==> src/rtl/camera_pattern_gen.sv <==
// Parallel camera sensor emulator: pixel_clk, lv/fv timing and Bayer BGGR test patterns
// (solid, colour bars, ramp, checkerboard), with outputs changing on falling pixel_clk edges.
module camera_pattern_gen #(
  parameter int unsigned HSIZE    = 'd1288,
  parameter int unsigned VSIZE    = 'd968,
  parameter int unsigned HBLANK   = 'd64,
  parameter int unsigned FV_LEAD  = 'd8,
  parameter int unsigned FV_TRAIL = 'd8,
  parameter int unsigned VBLANK   = 'd256,
  parameter int unsigned CLK_DIV  = 'd2
) (
  input  logic        clk,
  input  logic        reset_n,
  input  logic        enable,
  input  logic [1:0]  pattern_sel,
  input  logic [29:0] solid_rgb,
  output logic        pixel_clk,
  output logic [9:0]  pixel_data,
  output logic        lv,
  output logic        fv,
  output logic        frame_done
);

  localparam int unsigned M1   = (HSIZE > HBLANK) ? HSIZE : HBLANK;
  localparam int unsigned M2   = (FV_LEAD > FV_TRAIL) ? FV_LEAD : FV_TRAIL;
  localparam int unsigned M3   = (M1 > M2) ? M1 : M2;
  localparam int unsigned MAXD = (M3 > VBLANK) ? M3 : VBLANK;
  localparam int unsigned CW   = $clog2(MAXD + 1);
  localparam int unsigned YW   = $clog2(VSIZE + 1);
  localparam int unsigned DW   = $clog2(CLK_DIV);
  localparam int unsigned BAR_W = HSIZE / 8;
  localparam int unsigned BW   = $clog2(BAR_W + 1);

  typedef enum logic [2:0] {IDLE, LEAD, ACTIVE, HBL, TRAIL, VBL} state_t;

  state_t          state, state_nxt;
  logic [DW-1:0]   div_cnt;
  logic            tick;
  logic [CW-1:0]   cnt;
  logic [YW-1:0]   y;
  logic [15:0]     frame_cnt;
  logic [BW-1:0]   bar_cnt;
  logic [2:0]      bar_idx;
  logic [1:0]      pat_q;
  logic [29:0]     rgb_q;
  logic            fv_d, lv_d;
  logic [9:0]      pix, pix_d;
  logic [9:0]      comp_r, comp_g, comp_b;
  logic            sel_b, sel_r, y3;

  // tick marks the clk cycle in which pixel_clk falls; all pixel-rate state advances there
  assign tick = pixel_clk && (div_cnt == DW'(CLK_DIV - 1));

  always_ff @(posedge clk or negedge reset_n) begin
    if (!reset_n) begin
      div_cnt   <= '0;
      pixel_clk <= 1'b0;
    end else if (div_cnt == DW'(CLK_DIV - 1)) begin
      div_cnt   <= '0;
      pixel_clk <= ~pixel_clk;
    end else begin
      div_cnt <= div_cnt + 1'b1;
    end
  end

  always_ff @(posedge clk or negedge reset_n) begin
    if (!reset_n) state <= IDLE;
    else if (tick) state <= state_nxt;
  end

  always_comb begin
    state_nxt = state;
    fv_d      = 1'b0;
    lv_d      = 1'b0;
    pix_d     = '0;
    unique case (state)
      IDLE:   if (enable) state_nxt = LEAD;
      LEAD: begin
        fv_d = 1'b1;
        if (cnt == CW'(FV_LEAD - 1)) state_nxt = ACTIVE;
      end
      ACTIVE: begin
        fv_d  = 1'b1;
        lv_d  = 1'b1;
        pix_d = pix;
        if (cnt == CW'(HSIZE - 1)) state_nxt = (y == YW'(VSIZE - 1)) ? TRAIL : HBL;
      end
      HBL: begin
        fv_d = 1'b1;
        if (cnt == CW'(HBLANK - 1)) state_nxt = ACTIVE;
      end
      TRAIL: begin
        fv_d = 1'b1;
        if (cnt == CW'(FV_TRAIL - 1)) state_nxt = VBL;
      end
      VBL:    if (cnt == CW'(VBLANK - 1)) state_nxt = enable ? LEAD : IDLE;
      default: state_nxt = IDLE;
    endcase
  end

  // Bayer BGGR: B at even/even, R at odd/odd, G elsewhere
  always_comb begin
    sel_b  = ~y[0] & ~cnt[0];
    sel_r  = y[0] & cnt[0];
    y3     = |(y & YW'(8));
    comp_r = rgb_q[29:20];
    comp_g = rgb_q[19:10];
    comp_b = rgb_q[9:0];
    pix    = '0;
    if (pat_q == 2'd1) begin
      comp_r = {10{~bar_idx[1]}};
      comp_g = {10{~bar_idx[2]}};
      comp_b = {10{~bar_idx[0]}};
    end
    unique case (pat_q)
      2'd2:    pix = 10'(cnt) + 10'(y) + frame_cnt[9:0];
      2'd3:    pix = {10{cnt[3] ^ y3}};
      default: pix = sel_b ? comp_b : (sel_r ? comp_r : comp_g);
    endcase
  end

  always_ff @(posedge clk or negedge reset_n) begin
    if (!reset_n) begin
      fv         <= 1'b0;
      lv         <= 1'b0;
      pixel_data <= '0;
      frame_done <= 1'b0;
      cnt        <= '0;
      y          <= '0;
      frame_cnt  <= '0;
      bar_cnt    <= '0;
      bar_idx    <= '0;
      pat_q      <= '0;
      rgb_q      <= '0;
    end else begin
      frame_done <= tick && fv && !fv_d;
      if (tick) begin
        fv         <= fv_d;
        lv         <= lv_d;
        pixel_data <= pix_d;
        cnt        <= (state_nxt != state) ? '0 : cnt + 1'b1;
        if (state_nxt == LEAD && state != LEAD) begin
          y     <= '0;
          pat_q <= pattern_sel;
          rgb_q <= solid_rgb;
        end
        if (state == ACTIVE && state_nxt == HBL) y <= y + 1'b1;
        if (state == TRAIL && state_nxt == VBL) frame_cnt <= frame_cnt + 1'b1;
        // bar counter replaces x/(HSIZE/8); index holds at 7 for any remainder pixels
        if (state_nxt == ACTIVE && state != ACTIVE) begin
          bar_cnt <= '0;
          bar_idx <= '0;
        end else if (state == ACTIVE) begin
          if (bar_cnt == BW'(BAR_W - 1)) begin
            bar_cnt <= '0;
            if (bar_idx != 3'd7) bar_idx <= bar_idx + 1'b1;
          end else begin
            bar_cnt <= bar_cnt + 1'b1;
          end
        end
      end
    end
  end

endmodule

==> config.mk <==
export PLATFORM = sky130hd
export DESIGN_NAME = camera_pattern_gen
export DESIGN_NICKNAME = d
export VERILOG_FILES = /design/src/rtl/camera_pattern_gen.sv
export SDC_FILE = /design/constraint.sdc
export NUM_CORES = 1
export LEC_CHECK = 0
export ABC_AREA = 1
export CAP_MARGIN = 0
export CORE_UTILIZATION = 37
export CTS_BUF_LIST = sky130_fd_sc_hd__clkbuf_8
export CTS_CLUSTER_SIZE = 24
export DETAILED_ROUTE_END_ITERATION = 10
export HOLD_SLACK_MARGIN = 0.1
export PLACE_DENSITY = 0.63
export SKIP_CTS_REPAIR_TIMING = 1
export SLEW_MARGIN = 20
export SYNTH_ARGS = -nofsm -noshare
export SYNTH_HDL_FRONTEND = slang
export SYNTH_SLANG_ARGS = --single-unit
export TNS_END_PERCENT = 50
==> constraint.sdc <==
create_clock -name clk -period 2.7 [get_ports clk]
set_input_delay 0.81 -clock clk [delete_from_list [all_inputs] [get_ports clk]]
set_output_delay 0.81 -clock clk [all_outputs]
set_load 0.01 [all_outputs]
Word-level counts from Yosys, hierarchy flattened:

Index checks and enable logic that the tools add are counted.

* bits in registers: 98
* output and inout port bits: 14
* input bits: 35
* word-level logic and storage cells: 101

* reduce and logical (&&, ||, !) cells: 19
* bitwise operators: 9
* mux-type cells: 29
* equal/unequal tests: 22
* $add $sub $neg: 8

Operators with widths (number)
* $mux W10: 8
* $mux W3: 11
* $mux W8: 3
* $add A10 B10 Y10: 2
* $pmux W10 S2: 1
* $pmux W3 S6: 1
* $add A16 B1 Y16 const B: 1
* $eq A3 B2 Y1 const B: 4
* $add A11 B1 Y11 const B: 1
* $eq A11 B11 Y1 const B: 1
* $eq A11 B3 Y1 const B: 1
* $eq A11 B6 Y1 const B: 1
* $eq A11 B8 Y1 const B: 1
* $mux W11: 1
* $add A10 B1 Y10 const B: 1
* $eq A10 B10 Y1 const B: 1
* $eq A3 B3 Y1 const B: 3
* $add A8 B1 Y8 const B: 1
* $eq A8 B8 Y1 const B: 1
* $reduce_and A2 Y1: 4
* $reduce_bool A2 Y1: 4
* $logic_and A1 B1 Y1: 7
* $eq A3 B1 Y1 const B: 2
* $not A1 Y1: 6
* other kinds (15): 20

Logic depth before layout (Yosys ltp):

* word-level depth: 8
* gate-level depth with buffers: 15
* mapped depth without buffers: 15

Least setup slack after synthesis:

OpenSTA, ideal clock, no wires.

* path type: reg-to-reg
* start: register y[1]
* end: register pixel_data[7]
* clock period less this slack: 2.506 ns
* data arrival time: 2.389 ns
* required time: 2.583 ns
* stages on the path, launching flop included: 16
* slack: 0.194 ns
* path buffers: 0
* cell sequence: dfrtp_1 > fa_1 > ha_1 > inv_1 > fa_1 > inv_1 > nand3_1 > nand2_1 > nand2_1 > nand2_1 > a21oi_1 > or2_2 > nand3_1 > nand2_1 > nand3_1 > nand2_1

* longest elaborated chain between the ends: 4

RTL lines
* start, declared: line 40 `logic [YW-1:0] y;`
* start signal, assigned: line 147 `if (state == ACTIVE && state_nxt == HBL) y <= y + 1'b1;`
* $add A10 B10 Y10 (2 in a row): line 116 `2'd2: pix = 10'(cnt) + 10'(y) + frame_cnt[9:0];`
* $pmux W10 S2: line 115 `unique case (pat_q)`
* $mux W10: line 76 `unique case (state)`
* end signal, assigned: line 140 `pixel_data <= pix_d;`
* end, declared: line 18 `output logic [9:0] pixel_data,`

Every way passes these cells.
A chain may end at the register's enable or synchronous reset.

Final worst setup path:

Ends and elaborated chain as after synthesis.

==> metrics <==
outcome finished, final reports clean; FMAX 387.2 MHz; Fillers 1,455; std cell rows 44; DIE WIDTH approximately 120 um; CP most frequent cell nand2_1; # diodes 0; Yosys reg bits 92; Crit Path Max Fanout 3; LEAKAGE 3.212 nW; Final Power 0.002410 W; number of distinct library cells after synthesis 37; buffers added on ports 48; Root Driver clkbuf_8; largest net degree at the start of global routing 93; number of CTS-inserted buffers 9; Worst slew margin a little over half; drt pass-1 iters 4; PwrDens 369.9 nW/um^2; placer congestion estimate 0.8701; simple-gate share of the synthesized area 28.74%; critical-path cell list fa_1 -> ha_2 -> inv_1 -> fa_2 -> inv_2 -> nand3_1 -> nand2_2 -> nand2_1 -> nand2_1 -> a21oi_1 -> or2_2 -> nand3_1 -> nand2_1 -> nand3_1 -> nand2_1; worst r2r path cells 15; Crit. End Element flip-flop; full die area roughly 15,000 um^2; MaxCap Viol Count 0; Clock Skew 9.123 ps; antenna-violating nets left 0; CP Class flip-flop to flip-flop; worst hold path class input port to async pin; mean area per synthesized cell 7.861 um^2; Post-Synth XOR/XNOR Area 4.590%; CTS tree built; layout net count between 800 and 900; Routed Wire Length 13,670 um; Clock Latency Late Sink ~380 ps; Tmin final 2583 ps; Clk pin slew, worst setup/hold paths ~90 ps; CP Launch Type flip-flop; Final Util 44.67%; total number of vias 4,778; crit-path max cell delay roughly 550 ps; pre-CTS setup slack 90.03 ps; Post-Synth Adder-Cell Area approximately 7.7%; TNS Setup 0 ps; Max Slew Vio Count 0; share of layout cells above drive strength 1 8.877%; hpwl dp 10,220 um; Tcrit/Tclk final 95.65%; biggest area consumer among synthesized cells dfrtp_1; Tightest Pin Transition 700.9 ps; most common cell after layout, fill and taps aside nand2_1; DRT iter0 DRCs 353; Core Area 14,590 um^2; asr flop ratio synth 100.0%; unrepaired setup endpoints after global routing yes; total congestion overflow 0; area grow syn2layout 17.75%; H-Tree Depth 3; critical path arrival about 2900 ps; cell count after synthesis 704; post-synthesis mux area share 0%; WP data required 2980 ps; Post-synth EDFFs 0; final setup vio count 0; ys flop type dfrtp_1; most frequent cells in the layout nand2_1 (203), dfrtp_1 (92), nand3_1 (78); Total GRT Usage between 15 and 20%; crit path max-delay cell type fa_1; DRC violations left 0; Die Ht approximately 120 um; register area share after synthesis 41.60%; Synthesized Nets 767; yosys warns 0; VDD IR max 253.7 uV; vias in the first global route 4,501; final worst slack 117.3 ps; top area cells in the synthesized netlist dfrtp_1 (42%), nand2_1 (14%), nand3_1 (7.1%); Synth Area in Compound Gates 11.21%; Synth top area share 41.60%; dpl cell area 6301 um^2; first-pass GRT wire length 22,880 um; Via-to-Cell Ratio roughly 5.0; largest family of logic cells by synthesized area simple AND/OR/NAND/NOR gates; CTS sink cnt 92; wire length per cell 14.39 um; Clock Path Buffers 2; final hold vios 0; post-synthesis cell area around 5500 um^2; fin area ~6500 um^2; Initial Util 37.93%; Ports 49; initial antenna violation count 0
[cell type report]
cell class	count	area [um^2]	share of cell area, %
clock buffer	9	123.9	1.901
clock inverter	7	73.82	1.133
multi-input combinational	528	2900	44.51
tap	184	230.2	3.533
timing repair buffer	68	653.1	10.02
inverter	62	232.7	3.571
sequential	92	2302	35.33
[flip-flops by register name (all words and copies together) (netlist names)]
signal      cells
bar_cnt         8
bar_idx         3
cnt            11
div_cnt         1
frame_cnt      10
frame_done      1
fv              1
lv              1
pat_q           2
pixel_clk       1
pixel_data     10
rgb_q          30
state           3
y              10
[routing by layer]
metal  track usage, %  part of all wire (%)  vias up
met5                0                     0        -
met4            5.315                  0.92        0
met3            3.136                   3.3       12
met2            28.21                    45       75
met1            26.96                    51     2259
li1                 -                     -     2432
[per-stage QoR]
step                      cells  hold WS, ps
after global placement      933        451.2
after floorplan             704        436.1
after global routing        950        502.4
after CTS                   949        476.6
final                       950        442.2
after detailed placement    933        453.5
[synth_stat cells (all sizes together), types with 6 or more instances]
cell type / count
buf: 13
o21ai: 70
xnor2: 11
nand2: 209
nand3: 78
o211ai: 6
a21oi: 33
clkbuf: 9
xor2: 18
inv: 61
dfrtp: 92
fa: 10
ha: 18
nand4: 8
nor2: 37
nor3: 13
[logic make-up after synthesis]
group | Yosys count
DFF | 92
buffers and inverters | 84
and+or+nand+nor | 357
adders and majority gates | 28
xor gates and xnor gates | 29
AOI/OAI and AO/OA | 114
[final timing paths]
path	startpoint	to	slack [ps]
max	y[1]	pixel_data[7]	120
min	reset_n	cnt[6]	440
max reg2reg	y[1]	pixel_data[7]	120
min reg2reg	div_cnt	div_cnt	470
max in group asynchronous	reset_n	cnt[3]	1840
min in group clk	div_cnt	div_cnt	470
[power breakdown]
part           leakage [nW]  total [W]  internal (W)  switching [W]
Clock                 0.100   0.000954      0.000433       0.000522
Combinational          1.91  0.0000793     0.0000452      0.0000341
Sequential             1.20    0.00138       0.00138              0
[worst max-delay path, delay by kind of cell (launching register included)]
family          cells  cell delay, ps
compound gates      1              70
fa+ha+maj           3            1060
buf+inv             2             120
flops               1             410
simple gates        9             820
Power figures use the tool's default switching activity.
